### config.mk
export PLATFORM = sky130hd
export DESIGN_NAME = rr_arbiter_grant
export DESIGN_NICKNAME = d
export VERILOG_FILES = /design/src/rtl/rr_arbiter_grant.sv
export SDC_FILE = /design/constraint.sdc
export NUM_CORES = 1
export LEC_CHECK = 0
export BUFFER_PORTS_ARGS = -buffer_cell sky130_fd_sc_hd__buf_2
export CELL_PAD_IN_SITES_DETAIL_PLACEMENT = 1
export CELL_PAD_IN_SITES_GLOBAL_PLACEMENT = 2
export CORE_MARGIN = 4
export CORE_UTILIZATION = 25
export DETAILED_ROUTE_END_ITERATION = 7
export PLACE_DENSITY_LB_ADDON = 0.1
export SYNTH_ARGS = -nofsm -noshare
export SYNTH_HDL_FRONTEND = slang
export SYNTH_SLANG_ARGS = --single-unit
### constraint.sdc
create_clock -name clk -period 1.4 [get_ports clk]
set_input_delay 0.28 -clock clk [delete_from_list [all_inputs] [get_ports clk]]
set_output_delay 0.28 -clock clk [all_outputs]
set_load 0.02 [all_outputs]
### src/rtl/rr_arbiter_grant.sv
// Round-robin wormhole grant FSM for a 4-port output channel (IDLE/LOCKED/RELEASE).
// Optional forced release of a stalled owner when RR_GRANT_TIMEOUT_EN is defined.
module rr_arbiter_grant #(
   parameter int TIMEOUT_CYCLES = 15
) (
   input  logic       clk,
   input  logic       reset,
   input  logic [3:0] req_i,
   input  logic [3:0] tail_i,
   input  logic [3:0] priority_order_i,
   input  logic       out_ready_i,
   output logic [3:0] grant_o,
   output logic       fire_o,
   output logic       change_order_o,
   output logic       timeout_o
);

   typedef enum logic [1:0] {IDLE, LOCKED, RELEASE} state_e;

   localparam logic [3:0] TO_LIMIT = 4'(TIMEOUT_CYCLES);

   state_e     state_q, state_d;
   logic [3:0] grant_q, grant_d;
   logic       change_q, change_d;
   logic [1:0] p_idx;
   logic [1:0] scan_idx;
   logic       found;
   logic [3:0] sel;
   logic       tail_hit;
   logic       to_hit;

   // Start index is the lowest set bit of the priority vector, 0 when empty.
   always_comb begin
      p_idx = 2'd0;
      for (int i = 3; i >= 0; i--) begin
         if (priority_order_i[i]) p_idx = 2'(i);
      end
   end

   always_comb begin
      sel      = 4'b0000;
      found    = 1'b0;
      scan_idx = 2'd0;
      for (int k = 0; k < 4; k++) begin
         scan_idx = p_idx + 2'(k);
         if (!found && req_i[scan_idx]) begin
            sel[scan_idx] = 1'b1;
            found         = 1'b1;
         end
      end
   end

   assign fire_o   = (state_q == LOCKED) && (|(grant_q & req_i)) && out_ready_i;
   assign tail_hit = |(grant_q & tail_i);

`ifdef RR_GRANT_TIMEOUT_EN
   logic [3:0] cnt_q, cnt_d;
   logic       timeout_q;

   assign to_hit = (state_q == LOCKED) && !fire_o && ((cnt_q + 4'd1) == TO_LIMIT);

   always_comb begin
      cnt_d = 4'd0;
      if ((state_q == LOCKED) && !fire_o && !to_hit) cnt_d = cnt_q + 4'd1;
   end

   always_ff @(posedge clk or negedge reset) begin
      if (!reset) begin
         cnt_q     <= 4'd0;
         timeout_q <= 1'b0;
      end else begin
         cnt_q     <= cnt_d;
         timeout_q <= (state_q == LOCKED) && !(fire_o && tail_hit) && to_hit;
      end
   end

   assign timeout_o = timeout_q;
`else
   assign to_hit    = 1'b0;
   // Legal TIMEOUT_CYCLES is 1..15, so this folds to a constant 0.
   assign timeout_o = (TO_LIMIT == 4'd0);
`endif

   always_comb begin
      state_d  = state_q;
      grant_d  = grant_q;
      change_d = 1'b0;
      case (state_q)
         IDLE: begin
            grant_d = 4'b0000;
            if (|req_i) begin
               grant_d = sel;
               state_d = LOCKED;
            end
         end
         LOCKED: begin
            if ((fire_o && tail_hit) || to_hit) begin
               grant_d  = 4'b0000;
               state_d  = RELEASE;
               change_d = 1'b1;
            end
         end
         RELEASE: begin
            grant_d = 4'b0000;
            state_d = IDLE;
         end
         default: begin
            grant_d = 4'b0000;
            state_d = IDLE;
         end
      endcase
   end

   always_ff @(posedge clk or negedge reset) begin
      if (!reset) begin
         state_q  <= IDLE;
         grant_q  <= 4'b0000;
         change_q <= 1'b0;
      end else begin
         state_q  <= state_d;
         grant_q  <= grant_d;
         change_q <= change_d;
      end
   end

   assign grant_o        = grant_q;
   assign change_order_o = change_q;

endmodule

==> impl_metrics.json <==
{
  "portBuffers": 20,
  "maxSlewViolCount": 0,
  "n_fill_cell": 368,
  "finalClockSkew_ns": 0.00473,
  "most-common-layout-cells": "buf_4 (30), buf_2 (17), inv_1 (8), nand2_1 (8)",
  "vias_per_cell": 4.93,
  "cp_data_required_time_ns": 1.53,
  "r2r_slack_ns": -0.15,
  "routed_wl_um": 2870,
  "vias": 921,
  "grt_pass1_wl_um": 4710,
  "syn-num-nets": 108,
  "reg2regPathDepth": 6,
  "met1_usage_pct": 19.9,
  "rows": 20,
  "gr-usage-met3_pct": 2.77,
  "critPathLaunch": "priority_order_i[2]",
  "io_pins": 22,
  "endpoint_kind": "flop",
  "synthTopCellsByArea": "dfrtp_1 (22%), ha_1 (13%), mux4_2 (5.7%)",
  "p_switching_w": 0.000581,
  "cp.arrival_ns": 1.93,
  "status": "finished, violations left",
  "vdd_ir_drop_max_uv": 1050,
  "setup_violations": 5,
  "worstSetupPathType": "in2reg",
  "grt_max_degree": 9,
  "grt_busiest_layer": "met2",
  "hold_class": "in2async",
  "crit_chain": "buf_8 > nand2b_4 > a21oi_4 > buf_6 > mux4_2 > nand3b_1 > a31oi_1 > a221o_1",
  "p_per_area_nw_per_um2": 1090,
  "worst_path_max_delay_cell": "mux4_2",
  "antenna_found_initial": 0,
  "wl_per_cell_um": 15.3,
  "area_delta_synth_final_pct": 67.1,
  "cts_buffer_depth": 2,
  "max_cap_viol_count": 0,
  "critPathBufInv": 2,
  "core_area_um2": 3050,
  "hpwlAfterDp_um": 2310,
  "gp_congestion": 0.764,
  "final_common_cell": "buf_4",
  "synthCells": 85,
  "die_width_um": 64.4,
  "ys_seq_elements": 7,
  "seq_area_frac_synth_pct": 22.0,
  "grt_pass1_vias": 972,
  "cts_sinks": 7,
  "cellLeakagePower_nw": 0.630,
  "rr_endpoint": "grant_o[0]$_DFFE_PN0P_",
  "failed_checks": "setup timing",
  "start_kind": "primary input",
  "cp_top_family": "compound AO/OA/AOI/OAI gates",
  "clk_pin_slew_worst_paths_ns": 0.05,
  "rr_startpoint": "grant_o[0]$_DFFE_PN0P_",
  "fin_util_pct": 43.6,
  "cellInternalPower_w": 0.000873,
  "p_comb_share_pct": 63.8,
  "finalHoldViolations": 0,
  "die_h_um": 64.4,
  "track_usage_pct": 14.5,
  "synth_top_area_share_pct": 22.0,
  "fin_ws_ns": -0.403,
  "max_freq_mhz": 555,
  "synth_area_per_cell_um2": 9.36,
  "tritoncts": "yes",
  "ys_warn_count": 0,
  "drive_above_1_share_pct": 52.4,
  "use_met2_pct": 23.8,
  "p_seq_share_pct": 23.7,
  "drc": 0,
  "switching_share_pct": 40.0,
  "synthDistinctLibCells": 30,
  "cts_root_buffer": "clkbuf_4",
  "place_ws_ns": -0.744,
  "slowest_delay_ns": 0.56,
  "die_area_um2": 4150,
  "route.antenna.remaining_nets": 0,
  "first_iter_violations": 33,
  "clock_latency_ns": 0.25,
  "syn-cell-area_um2": 796,
  "num_antenna_cells": 0,
  "yosys.area.top_type": "dfrtp_1",
  "worstPathMaxFanout": 5,
  "post-route-period-util_pct": 129,
  "cts_made_buffers": 3,
  "dr.pass1.iters": 4,
  "initial_core_util_pct": 26.1,
  "dp.cells": 174,
  "overflow": 0,
  "layout.cells.non_filler": 187,
  "grt_setup_unrepaired": "true",
  "fin_nets": 167,
  "htreeDepth": 1,
  "clkPwrFrac_pct": 12.6,
  "post-route-min-period_ns": 1.80
}
[routing by layer]
metal	routed length (um)	share of wire, %
met1	1350	47
met2	1420	50
met4	21	0.73
met3	73	2.5
met5	0	0
[worst register-to-register path: cells and delay by family, from the launching register on]
kind,cells,cell delay (ns)
AOI/OAI and AO/OA,4,0.77
buffers and inverters,1,0.15
DFF,1,0.44
and+or+nand+nor,1,0.07
[synth_stat cells]
cell and n:
inv_1 10, nand2_1 8, a21boi_0 2, mux4_2 2
o311ai_0 1, nor2b_1 1, o211ai_1 4, nand2b_1 2
conb_1 1, nor3_2 1, mux4_1 1, a21oi_1 2
o211a_1 1, or3_1 1, nor3b_1 2, nand2b_4 1
nor2_1 2, o21ai_0 3, o31ai_1 1, nor3_1 2
ha_1 8, a22oi_1 4, a31oi_1 5, dfrtp_1 7
a221o_1 4, o41ai_4 1, a211o_2 1, buf_4 1
a21oi_4 1, nand3b_1 5
[state kept, by name, indices dropped and copies added, names as in the netlist]
signal and cells:
state_q 2, grant_o 4, change_order_o 1
[kinds of logic after synthesis]
group           Yosys count  share of synthesized area, %
compound gates           30                          31.6
mux                       3                          8.96
other cells               1                         0.471
simple gates             25                          18.7
flops                     7                          22.0
fa+ha+maj                 8                          12.6
buf+inv                  11                          5.66
[area by class of cell]
class / instances / area [um2] / share of cell area [%]
repair buffers: 55 / 403 / 30.3
well taps: 44 / 55.1 / 4.14
multi-input cells: 67 / 631 / 47.4
clock buffers: 4 / 26.3 / 1.98
flip-flops and latches: 7 / 175 / 13.2
inverters: 10 / 40.0 / 3.01
[per-stage QoR]
step | hold slack (ns) | setup TNS, ns | power, W | cell area, um2
floorplan | -0.0156 | -2.09 | 0.000709 | 817
global placement | 0.119 | -2.77 | 0.00108 | 1160
detailed placement | 0.122 | -3.14 | 0.00109 | 1160
CTS | 0.384 | -1.67 | 0.00139 | 1280
global route | 0.405 | -2.05 | 0.00156 | 1330
finish | 0.395 | -1.65 | 0.00145 | 1330
[power groups by stage]
stage / logic, W / clock network [W] / registers [W]
6_report: 0.000927 / 0.000183 / 0.000344
3_5_place_dp: 0.000758 / 0 / 0.000330
4_1_cts: 0.000870 / 0.000189 / 0.000334
2_1_floorplan: 0.000317 / 0 / 0.000392
3_3_place_gp: 0.000749 / 0 / 0.000330
5_1_grt: 0.00100 / 0.000204 / 0.000350
[worst max path at each step]
stage / to / slack (ns) / depth (start not counted)
CTS: grant_o[0]$_DFFE_PN0P_ / -0.42 / 8
global route: grant_o[2]$_DFFE_PN0P_ / -0.47 / 8
finish: grant_o[0]$_DFFE_PN0P_ / -0.40 / 8
detailed placement: grant_o[0]$_DFFE_PN0P_ / -0.74 / 9
global placement: grant_o[0]$_DFFE_PN0P_ / -0.66 / 9
floorplan: grant_o[0]$_DFFE_PN0P_ / -0.50 / 8
[what timing repair did]
action / 4_1_cts / 5_1_grt
hold endpoints to repair: 7 / 0
hold buffers: 1 / 0
pin swaps: 6 / 10
buffers inserted: 5 / 4
gates resized for setup: 11 / 8
endpoints found under the setup margin: 6 / 7
Power figures use the tool's default switching activity.
